[src/rtl/eu_icon_tx_port_pkg.sv]
// -----------------------------------------------------------------------------
// exec_unit_dtypes
//   Shared types for execution-unit egress ports and the interconnect.
//   - type_icon_channel : one interconnect channel payload {valid, tag, data}
//   - type_icon_tx_state: egress port sequencing states
//   - ICON_* widths     : default widths. A packed struct cannot take module
//                         parameters, so every port that carries a channel must
//                         be built with these widths.
// -----------------------------------------------------------------------------
package exec_unit_dtypes;

  localparam int ICON_DATA_WIDTH = 32;
  localparam int ICON_TAG_WIDTH  = 6;
  localparam int ICON_AGE_WIDTH  = 4;

  typedef struct packed {
    logic                      valid;
    logic [ICON_TAG_WIDTH-1:0]  tag;
    logic [ICON_DATA_WIDTH-1:0] data;
  } type_icon_channel;

  typedef enum logic [1:0] {
    IDLE  = 2'd0,
    REQ   = 2'd1,
    DRIVE = 2'd2
  } type_icon_tx_state;

endpackage

[src/rtl/eu_sync_fifo.sv]
// -----------------------------------------------------------------------------
// eu_sync_fifo
//   Single-clock FIFO with first-word-fall-through head output.
//   Ports:
//     clk, reset     : clock, synchronous active-high reset (empties FIFO)
//     push, wdata    : write request and data; ignored while full
//     pop            : retire head entry; ignored while empty
//     head           : current head entry (valid when !empty)
//     count          : occupancy, 0..DEPTH
//     full, empty    : occupancy flags
//   DEPTH must be a power of two so pointers wrap naturally.
// -----------------------------------------------------------------------------
module eu_sync_fifo #(
  parameter int WIDTH = 8,
  parameter int DEPTH = 4
) (
  input  logic                     clk,
  input  logic                     reset,
  input  logic                     push,
  input  logic [WIDTH-1:0]         wdata,
  input  logic                     pop,
  output logic [WIDTH-1:0]         head,
  output logic [$clog2(DEPTH):0]   count,
  output logic                     full,
  output logic                     empty
);

  localparam int AW = $clog2(DEPTH);
  localparam int CW = AW + 1;

  logic [WIDTH-1:0] mem [DEPTH];
  logic [AW-1:0]    wr_ptr;
  logic [AW-1:0]    rd_ptr;
  logic             do_push;
  logic             do_pop;

  assign full    = (count == CW'(DEPTH));
  assign empty   = (count == '0);
  assign do_push = push && !full;
  assign do_pop  = pop && !empty;
  assign head    = mem[rd_ptr];

  // NOTE: sequential state uses non-blocking assignments so every register
  // samples the pre-edge values regardless of statement order.
  always_ff @(posedge clk) begin
    if (reset) begin
      wr_ptr <= '0;
      rd_ptr <= '0;
      count  <= '0;
    end else begin
      if (do_push) wr_ptr <= wr_ptr + AW'(1);
      if (do_pop)  rd_ptr <= rd_ptr + AW'(1);
      count <= count + CW'(do_push) - CW'(do_pop);
    end
  end

  // NOTE: storage is deliberately not reset; only pointers/count define
  // validity, and leaving the array out of reset lets it map to RAM.
  always_ff @(posedge clk) begin
    if (do_push) mem[wr_ptr] <= wdata;
  end

endmodule

[src/rtl/eu_icon_tx_port.sv]
// -----------------------------------------------------------------------------
// eu_icon_tx_port
//   Egress stage from one execution unit into eu_interconnect. Results are
//   buffered in a FIFO; the head entry requests a channel, drives the granted
//   channel for exactly one cycle, then retires.
//   Ports:
//     clk, reset          : clock, synchronous active-high reset
//     i_res_valid/o_res_ready, i_res_tag, i_res_data : result push interface
//     o_req, o_req_age    : channel request and its age priority (larger wins)
//     i_grant             : one-hot grant from the interconnect arbiter
//     o_ch_en, o_ch       : one-hot channel drive enable and payload
//     o_err               : sticky protocol error (bad or unsolicited grant)
//     o_count             : FIFO occupancy
// -----------------------------------------------------------------------------
module eu_icon_tx_port
  import exec_unit_dtypes::*;
#(
  parameter int DATA_WIDTH   = ICON_DATA_WIDTH,
  parameter int TAG_WIDTH    = ICON_TAG_WIDTH,
  parameter int DEPTH        = 4,
  parameter int NUM_CHANNELS = 2,
  parameter int AGE_WIDTH    = ICON_AGE_WIDTH
) (
  input  logic                      clk,
  input  logic                      reset,
  input  logic                      i_res_valid,
  output logic                      o_res_ready,
  input  logic [TAG_WIDTH-1:0]      i_res_tag,
  input  logic [DATA_WIDTH-1:0]     i_res_data,
  output logic                      o_req,
  output logic [AGE_WIDTH-1:0]      o_req_age,
  input  logic [NUM_CHANNELS-1:0]   i_grant,
  output logic [NUM_CHANNELS-1:0]   o_ch_en,
  output type_icon_channel          o_ch,
  output logic                      o_err,
  output logic [$clog2(DEPTH):0]    o_count
);

  localparam int IDX_W = $clog2(NUM_CHANNELS);
  localparam int CW    = $clog2(DEPTH) + 1;
  localparam int EW    = TAG_WIDTH + DATA_WIDTH;

  type_icon_tx_state state_q, state_d;
  logic [AGE_WIDTH-1:0] age_q;
  logic [IDX_W-1:0]     ch_idx_q;
  logic [IDX_W-1:0]     grant_idx;
  logic                 grant_any;
  logic                 grant_multi;
  logic                 out_of_reset_q;
  logic                 err_q;
  logic                 push;
  logic                 pop;
  logic                 fifo_full;
  logic                 fifo_empty;
  logic [EW-1:0]        head_entry;

  // Ready is held low for the first cycle after reset so every output is
  // zero while reset is applied; afterwards it tracks registered occupancy.
  assign o_res_ready = out_of_reset_q && !fifo_full;
  assign push        = i_res_valid && o_res_ready;
  assign pop         = (state_q == DRIVE) && !fifo_empty;
  assign o_err       = err_q;

  eu_sync_fifo #(
    .WIDTH (EW),
    .DEPTH (DEPTH)
  ) u_fifo (
    .clk   (clk),
    .reset (reset),
    .push  (push),
    .wdata ({i_res_tag, i_res_data}),
    .pop   (pop),
    .head  (head_entry),
    .count (o_count),
    .full  (fifo_full),
    .empty (fifo_empty)
  );

  // Lowest set grant bit wins; x & (x-1) is nonzero iff more than one bit set.
  assign grant_any   = |i_grant;
  assign grant_multi = |(i_grant & (i_grant - NUM_CHANNELS'(1)));

  always_comb begin
    grant_idx = '0;
    for (int i = NUM_CHANNELS - 1; i >= 0; i--) begin
      if (i_grant[i]) grant_idx = IDX_W'(i);
    end
  end

  // NOTE: every signal written here gets a default first, so no path through
  // the case statement can leave one unassigned and infer a latch.
  always_comb begin
    state_d   = state_q;
    o_req     = 1'b0;
    o_req_age = '0;
    o_ch_en   = '0;
    o_ch      = '0;
    unique case (state_q)
      IDLE: begin
        if (push) state_d = REQ;
      end
      REQ: begin
        o_req     = 1'b1;
        o_req_age = age_q;
        if (grant_any) state_d = DRIVE;
      end
      DRIVE: begin
        o_ch_en    = NUM_CHANNELS'(1) << ch_idx_q;
        o_ch.valid = 1'b1;
        o_ch.tag   = head_entry[EW-1 -: TAG_WIDTH];
        o_ch.data  = head_entry[DATA_WIDTH-1:0];
        // Occupancy after this pop plus any same-cycle push.
        state_d    = (o_count > CW'(1) || push) ? REQ : IDLE;
      end
      default: state_d = IDLE;
    endcase
  end

  always_ff @(posedge clk) begin
    if (reset) begin
      state_q        <= IDLE;
      age_q          <= '0;
      ch_idx_q       <= '0;
      err_q          <= 1'b0;
      out_of_reset_q <= 1'b0;
    end else begin
      state_q        <= state_d;
      out_of_reset_q <= 1'b1;
      if (state_q == REQ) begin
        if (grant_any) ch_idx_q <= grant_idx;
        if (age_q != '1) age_q <= age_q + AGE_WIDTH'(1);
      end else if (state_q == DRIVE) begin
        age_q <= '0;
      end
      // Multi-bit grant while requesting, or any grant while not requesting.
      if ((state_q == REQ && grant_multi) || (state_q != REQ && grant_any))
        err_q <= 1'b1;
    end
  end

endmodule

[config.mk]
export PLATFORM = sky130hd
export DESIGN_NAME = eu_icon_tx_port
export DESIGN_NICKNAME = d
export VERILOG_FILES = /design/src/rtl/eu_icon_tx_port_pkg.sv /design/src/rtl/eu_sync_fifo.sv /design/src/rtl/eu_icon_tx_port.sv
export SDC_FILE = /design/constraint.sdc
export NUM_CORES = 1
export LEC_CHECK = 0
export ABC_AREA = 1
export BUFFER_PORTS_ARGS = -buffer_cell sky130_fd_sc_hd__buf_2
export CAP_MARGIN = 20
export CELL_PAD_IN_SITES_DETAIL_PLACEMENT = 1
export CELL_PAD_IN_SITES_GLOBAL_PLACEMENT = 1
export CORE_MARGIN = 3
export CORE_UTILIZATION = 25
export DETAILED_ROUTE_END_ITERATION = 12
export GPL_TIMING_DRIVEN = 0
export PLACE_DENSITY_LB_ADDON = 0.1
export SETUP_SLACK_MARGIN = 0.5
export SYNTH_ARGS = -nofsm -noshare
export SYNTH_HDL_FRONTEND = slang
export SYNTH_SLANG_ARGS = --single-unit
[constraint.sdc]
create_clock -name clk -period 3 [get_ports clk]
set_input_delay 0.45 -clock clk [delete_from_list [all_inputs] [get_ports clk]]
set_output_delay 0.45 -clock clk [all_outputs]
set_load 0.01 [all_outputs]
==> results of run 1 <==
logic make-up (layout without fill, tap and decap cells):
| logic type | Yosys count | count (layout) |
|---|---|---|
| AND/OR/NAND/NOR | 199 | 199 |
| AO/OA/AOI/OAI | 133 | 133 |
| XOR/XNOR | 2 | 2 |
| buffers and inverters | 59 | 188 |
| flip-flops | 170 | 170 |
| adder cells (fa/ha/maj) | 9 | 9 |
layout make-up:
class	count	area share, %
Tap cell	335	4.99
Clock inverter	12	1.40
Multi-Input combinational cell	343	19.4
Inverter	29	1.30
Sequential cell	170	58.6
Timing Repair Buffer	97	6.58
Clock buffer	20	5.20
Buffer	30	2.50
timing repair:
item / 4_1_cts / 5_1_grt
setup endpoints to repair: 9 / 2
buffers inserted: 0 / 0
gates resized for setup: 6 / 2
per-layer routing:
layer / part of all wire (%) / vias up
met5: 0.067 / -
li1: - / 2214
met4: 1.1 / 2
met3: 3.5 / 17
met2: 51 / 78
met1: 44 / 2294
through the flow:
stage | TNS, ns | cells | instance area (um^2) | setup slack (ns)
2_1_floorplan | 0 | 572 | 6840 | 0.250
3_3_place_gp | -226.49 | 1000 | 7720 | -1.56
3_5_place_dp | 0 | 1004 | 7840 | 0.768
4_1_cts | 0 | 1036 | 8400 | 0.507
5_1_grt | 0 | 1036 | 8400 | 0.530
6_report | 0 | 1036 | 8400 | 0.670
sequential cells by signal, summed over array words and instances (netlist names), named ones only:
signal / cells
u_fifo.rd_ptr: 2
u_fifo.wr_ptr: 2
o_err: 1
state_q: 2
age_q: 4
u_fifo.count: 3
ch_idx_q: 1
u_fifo.mem: 152
out_of_reset_q: 1
cell usage after synthesis, types with 8 or more instances:
cell                       instances
sky130_fd_sc_hd__inv_1            26
sky130_fd_sc_hd__edfxtp_1        152
sky130_fd_sc_hd__dfxtp_1          18
sky130_fd_sc_hd__nor2_1          167
sky130_fd_sc_hd__ha_1              8
sky130_fd_sc_hd__o21ai_1          33
sky130_fd_sc_hd__nand3_1           8
sky130_fd_sc_hd__o21ai_0          47
sky130_fd_sc_hd__a21oi_1          50
sky130_fd_sc_hd__buf_4             9
sky130_fd_sc_hd__clkbuf_1         10
sky130_fd_sc_hd__nand2_1          17
path summary, 6_finish.rpt:
kind | from | endpoint | depth (start not counted)
min | reset | state_q[1]$_SDFFE_PP0P_ | 2
max | state_q[0]$_SDFFE_PP0P_ | o_ch[2] | 5
max reg2reg | u_fifo.count[0]$_SDFF_PP0_ | u_fifo.mem[2][32]$_DFFE_PP_ | 5
min reg2reg | ch_idx_q$_SDFFE_PP0P_ | ch_idx_q$_SDFFE_PP0P_ | 2
worst register-to-register path, stage by stage, from the launching register on:
cell and delay, ns:
sky130_fd_sc_hd__dfxtp_1 0.39, sky130_fd_sc_hd__nor2_2 0.09, sky130_fd_sc_hd__nand2_1 0.08, sky130_fd_sc_hd__nand3_2 0.25, sky130_fd_sc_hd__nor2_4 0.78, sky130_fd_sc_hd__buf_16 0.25
power by group:
group | internal [mW] | total, mW | switching (mW)
clock network | 1.15 | 2.11 | 0.955
logic | 0.101 | 0.307 | 0.206
registers | 2.65 | 2.67 | 0.0235
==> out/results.tsv, run 1 <==
metric	value	unit
die-width	171	um
place.port_buffers	93	
timing.critical_path.from_type	flip-flop	
final_slew_viol_count	0	
post_synth_inst_count	572	
met2_usage	24.2	%
hold_wc_path_type	input port to flip-flop	
via_count	4605	
cts-root-buf	sky130_fd_sc_hd__clkbuf_16	
total_power	5.09	mW
crit_required	2.55	ns
crit_path_top_delay_cell	sky130_fd_sc_hd__clkbuf_2	
rows	59	
htree_levels	4	
drt-wirelength-per-cell	18.7	um
top_library_cells_by_usage_in_the_layout_fill_and_taps_aside	sky130_fd_sc_hd__nor2_1 (163), sky130_fd_sc_hd__edfxtp_1 (152), sky130_fd_sc_hd__buf_2 (98), sky130_fd_sc_hd__a21oi_1 (50), sky130_fd_sc_hd__o21ai_0 (47)	
detailed_place_hpwl	12400	um
crit_path_max_fanout	10	
pin_count_of_the_biggest_net_entering_global_routing	26	
timing.critical_path.buf_inv	3	
yosys.area_share.simple	11.4	%
clk_latency	0.43	ns
first_pass_iters	4	
place_congestion	0.714	
track_usage	13.5	%
final_core_utilization	31.7	%
synth_compound_area_share	9.99	%
syn-mean-instance-area	12.0	um^2
cts_hold_buffers	0	
delay_heaviest_family_cp	buffers and inverters	
synth_top_family_by_area	simple AND/OR/NAND/NOR gates	
synthDominantCellAreaShare	66.8	%
multi_input_comb_area	1630	um^2
synth_fa_ha_area_share	1.76	%
synth_sequential_area_ratio	72.0	%
antenna_found_initial	1	
die_ar	29400	um^2
number_of_flops_mapped_to_enable_cells_by_yosys	152	
dr.first_iter.drc_count	192	
clock-skew-final	0.00905	ns
post_synth_num_cell_types	28	
synth.yosys.warnings	0	
most_common_library_cell_in_the_layout_ignoring_fill_and_taps	sky130_fd_sc_hd__nor2_1	
cts_tree	done	
critical_path_arrival	1.88	ns
finalHoldWorstSlack	0.224	ns
grt_pass1_wl	29200	um
endpoint_kind	output pin	
gr-usage-met3	2.87	%
syn_area	6840	um^2
synth_area_leaders	sky130_fd_sc_hd__edfxtp_1 (67%), sky130_fd_sc_hd__nor2_1 (9.2%), sky130_fd_sc_hd__dfxtp_1 (5.3%), sky130_fd_sc_hd__a21oi_1 (3.7%), sky130_fd_sc_hd__o21ai_0 (3.4%)	
grt_pass1_vias	5057	
layout-drive-gt1-share	23.8	%
final-hold-violation-count	0	
num-nets-final	740	
status	completed	
grt_use_met1	16.5	%
ff_latch_count_synth	170	
antenna_left	0	
fillers	2939	
synth-main-ff-cell	sky130_fd_sc_hd__edfxtp_1	
crit_chain	inv_1, nand2_2, clkbuf_2, a21oi_1, buf_2	
diodes	0	
worst_pin_slew	0.897	ns
max_clk_rate	429	MHz
ff_latch_area	4920	um^2
synth_nets	624	
die_h	171	um
slew_headroom	40.1	%
cts_buffer_count	17	
yosys.area_share.xor_xnor	0.256	%
period_share	77.7	%
buffer_levels_on_the_longest_clock_path	2	
grt-ovfl-total	0	
unrepaired_setup_endpoints_after_global_routing	false	
critPathMaxStageDelay	0.31	ns
gr-max-usage-layer	met2	
clkSlewWorstSetupHoldPaths	0.06	ns
timing.max_cap.violations	0	
drt_wl_total	19300	um
io_pins	94	
finalSetupViolations	0	
coreArea	26500	um^2
drc	0	
initial_cell_density_of_the_core	25.8	%
synth_area_leader_cell	sky130_fd_sc_hd__edfxtp_1	
postSynth.asyncResetShare	0	%
power.leakage	3.12	nW
timing.final.crit_period	2.33	ns
routed_via_density	4.44	
muxShareOfSynthArea	0	%
vdd_drop_max	0.210	mV
area_added_between_synthesis_and_finish	22.9	%
worst_r2r_setup_slack	0.86	ns
cts.sink_count	170	
power.density_cell_area	606	nW/um^2
timing.setup.critical_path_class	flip-flop to output pin	
(Power assumes the default switching activity.)
==> inputs of run 2 (changes only) <==
==> constraint.sdc (replaced) <==
create_clock -name clk -period 2.1 [get_ports clk]
set_input_delay 0.315 -clock clk [delete_from_list [all_inputs] [get_ports clk]]
set_output_delay 0.315 -clock clk [all_outputs]
set_load 0.01 [all_outputs]
==> out/results.tsv, run 2 (synthesis gave the netlist of run 1 again) <==
metric	value	unit	change
die_ar	29400	um^2	unchanged
worstHoldStart	reset		
routed_via_density	4.44		-0.15%
proportion_of_total_power_due_to_net_switching	25.2	%	+2.0 points
area_added_between_synthesis_and_finish	33.3	%	
cts_tree	done		
crit_path_max_fanout	7		-3
slew_headroom	63.4	%	+23 points
placed_cell_area	7870	um^2	+0.37%
drt_wl_total	19500	um	+0.67%
top_register	u_fifo.mem		
power.leakage	3.37	nW	+7.9%
clockPowerShare	41.8	%	+0.4 points
grt_pass1_vias	5019		-0.75%
gr-usage-met3	3.15	%	+0.28 points
cellInternalPower	5.62	mW	+44%
period_share	97.8	%	
timing.max_cap.violations	0		unchanged
total_power	7.51	mW	+48%
rows	59		unchanged
timing.critical_path.buf_inv	4		+1
drt-wirelength-per-cell	18.3	um	-1.9%
clock-skew-final	0.00791	ns	-0.00114 ns
drc	0		unchanged
clk_latency	0.43	ns	about the same
totalNegativeSetupSlack	0	ns	unchanged
cts_buffer_count	17		unchanged
critical_path_arrival	1.74	ns	-0.14 ns
largest_registers	u_fifo.mem (152), age_q (4), u_fifo.count (3)		
cts_hold_buffers	0		unchanged
final_slew_viol_count	0		unchanged
first_pass_iters	4		unchanged
final_core_utilization	34.4	%	+2.7 points
p_seq_share	50.9	%	-1.6 points
top_library_cells_by_usage_in_the_layout_fill_and_taps_aside	sky130_fd_sc_hd__edfxtp_1 (152), sky130_fd_sc_hd__nor2_1 (143), sky130_fd_sc_hd__buf_2 (88), sky130_fd_sc_hd__o21ai_1 (45), sky130_fd_sc_hd__a21oi_1 (36)		
max_clk_rate	487	MHz	
vdd_drop_max	0.402	mV	+91%
gr-max-usage-layer	met2		
track_usage	13.6	%	+0.10 points
postLayoutCellArea	9110	um^2	+8.5%
worst_r2r_setup_slack	0.32	ns	-0.54 ns
layout-drive-gt1-share	34.2	%	+10 points
crit_top_cell	sky130_fd_sc_hd__nor2_1		
status	completed		
clkSlewWorstSetupHoldPaths	0.07	ns	about the same
delay_heaviest_family_cp	buffers and inverters		
timing.final.crit_period	2.05	ns	
cts.sink_count	170		unchanged
timing.critical_path.from_type	flip-flop		
finalSetupViolations	0		unchanged
endpoint_kind	output pin		
critPathMaxStageDelay	0.32	ns	about the same
worst_pin_slew	0.549	ns	-0.348 ns
timing.setup.critical_path_class	flip-flop to output pin		
power.density_cell_area	824	nW/um^2	+36%
pin_count_of_the_biggest_net_entering_global_routing	25		-3.8%
place.port_buffers	93		unchanged
grt_use_met1	16.9	%	+0.40 points
die-width	171	um	unchanged
crit_path_top_delay_cell	sky130_fd_sc_hd__dfxtp_2		
post-place-cells	1004		unchanged
min_path_cells	2		unchanged
most_common_library_cell_in_the_layout_ignoring_fill_and_taps	sky130_fd_sc_hd__edfxtp_1		
antenna_left	0		unchanged
worstHoldEndpoint	state_q[1]$_SDFFE_PP0P_		
diodes	0		unchanged
final-hold-violation-count	0		unchanged
coreArea	26500	um^2	unchanged
grt-ovfl-total	0		unchanged
cts-root-buf	sky130_fd_sc_hd__clkbuf_16		
finalHoldWorstSlack	0.0663	ns	-0.158 ns
via_count	4718		+2.5%
unrepaired_setup_endpoints_after_global_routing	true		
detailed_place_hpwl	12300	um	-1.3%
regToRegStartpoint	u_fifo.count[0]$_SDFF_PP0_		
comb_power_share	7.3	%	+1.3 points
htree_levels	4		unchanged
die_h	171	um	unchanged
antenna_found_initial	0		-1
timing.final.ws_setup	0.0464	ns	-0.624 ns
initial_cell_density_of_the_core	25.8	%	unchanged
max_ffs_per_register	152		unchanged
crit_chain	buf_6, buf_12, buf_8, nor2_1, nor2_1, o21ai_1, a21oi_2, buf_2		
timing.rr.end	u_fifo.count[1]$_SDFF_PP0_		
dr.first_iter.drc_count	207		+7.8%
dp_worst_setup_slack	0.125	ns	-0.643 ns
io_pins	94		unchanged
met2_usage	24.1	%	-0.12 points
crit_required	1.78	ns	-0.77 ns
num-nets-final	767		+3.6%
grt_pass1_wl	29300	um	+0.33%
power.net_switching	1.90	mW	+60%
reg2reg_depth	8		+3
final-instance-count-excl-fill	1063		+2.6%
buffer_levels_on_the_longest_clock_path	2		unchanged
place_congestion	0.701		-1.8%
hold_wc_path_type	input port to flip-flop		
==> run 2: changes by cell type in the layout (fill, tap and decap cells not counted), moves of 10 or more <==
cell	delta
sky130_fd_sc_hd__o21ai_1	+12
sky130_fd_sc_hd__buf_12	+10
sky130_fd_sc_hd__a21oi_1	-14
sky130_fd_sc_hd__nor2_2	+12
sky130_fd_sc_hd__buf_2	-10
sky130_fd_sc_hd__buf_6	+17
sky130_fd_sc_hd__o21ai_0	-12
sky130_fd_sc_hd__nor2_1	-20
sky130_fd_sc_hd__a21oi_2	+14
==> run 2: power by group through the flow <==
stage	sequential [mW]	combinational, mW	clock, mW
4_1_cts	3.82	0.527	3.23
6_report	3.83	0.547	3.14
5_1_grt	3.83	0.616	3.37
2_1_floorplan	3.90	0.240	0
3_5_place_dp	3.90	0.457	0
3_3_place_gp	3.90	0.430	0
==> run 2: how the worst max path moves through the flow <==
stage / start / end / slack (ns) / cells past startpoint
2_1_floorplan: u_fifo.count[1]$_SDFF_PP0_ / u_fifo.mem[0][0]$_DFFE_PP_ / 0.42 / 4
3_3_place_gp: u_fifo.count[0]$_SDFF_PP0_ / u_fifo.mem[0][25]$_DFFE_PP_ / -0.21 / 4
3_5_place_dp: flip-flop / o_ch[18] / 0.13 / 6
4_1_cts: flip-flop / o_ch[14] / 0.007 / 8
5_1_grt: flip-flop / o_ch[18] / -0.07 / 8
6_report: flip-flop / o_ch[0] / 0.05 / 8
==> run 2: per-layer routing <==
metal  wire length, um  up-vias  share of wire, %
li1                  -     2277                 -
met1              8540     2355                44
met2             10100       72                52
met3               649       14               3.3
met4               192        0              0.99
met5                 0        -                 0
==> run 2: worst reg2reg max path, delay by kind of cell (launching register included) <==
kind | cells | cell delay, ns
AOI/OAI and AO/OA | 1 | 0.08
adders and majority gates | 3 | 0.98
buffers and inverters | 2 | 0.07
DFF | 1 | 0.36
and+or+nand+nor | 2 | 0.24
==> run 2: timing repair <==
item | in CTS | in global routing
resized for setup | 77 | 45
setup buffers | 20 | 5
cloned | 2 | 0
pin swaps | 24 | 19
setup endpoints to repair | 186 | 48
==> run 2: layout make-up <==
cell class                 count  area (um^2)
clock inverter                15          173
multi-input combinational    343         1810
tap                          335          419
sequential                   170         4940
clock buffer                  17          425
buffer                        30          333
inverter                      29          111
fill                        2868        17400
timing repair buffer         124          907
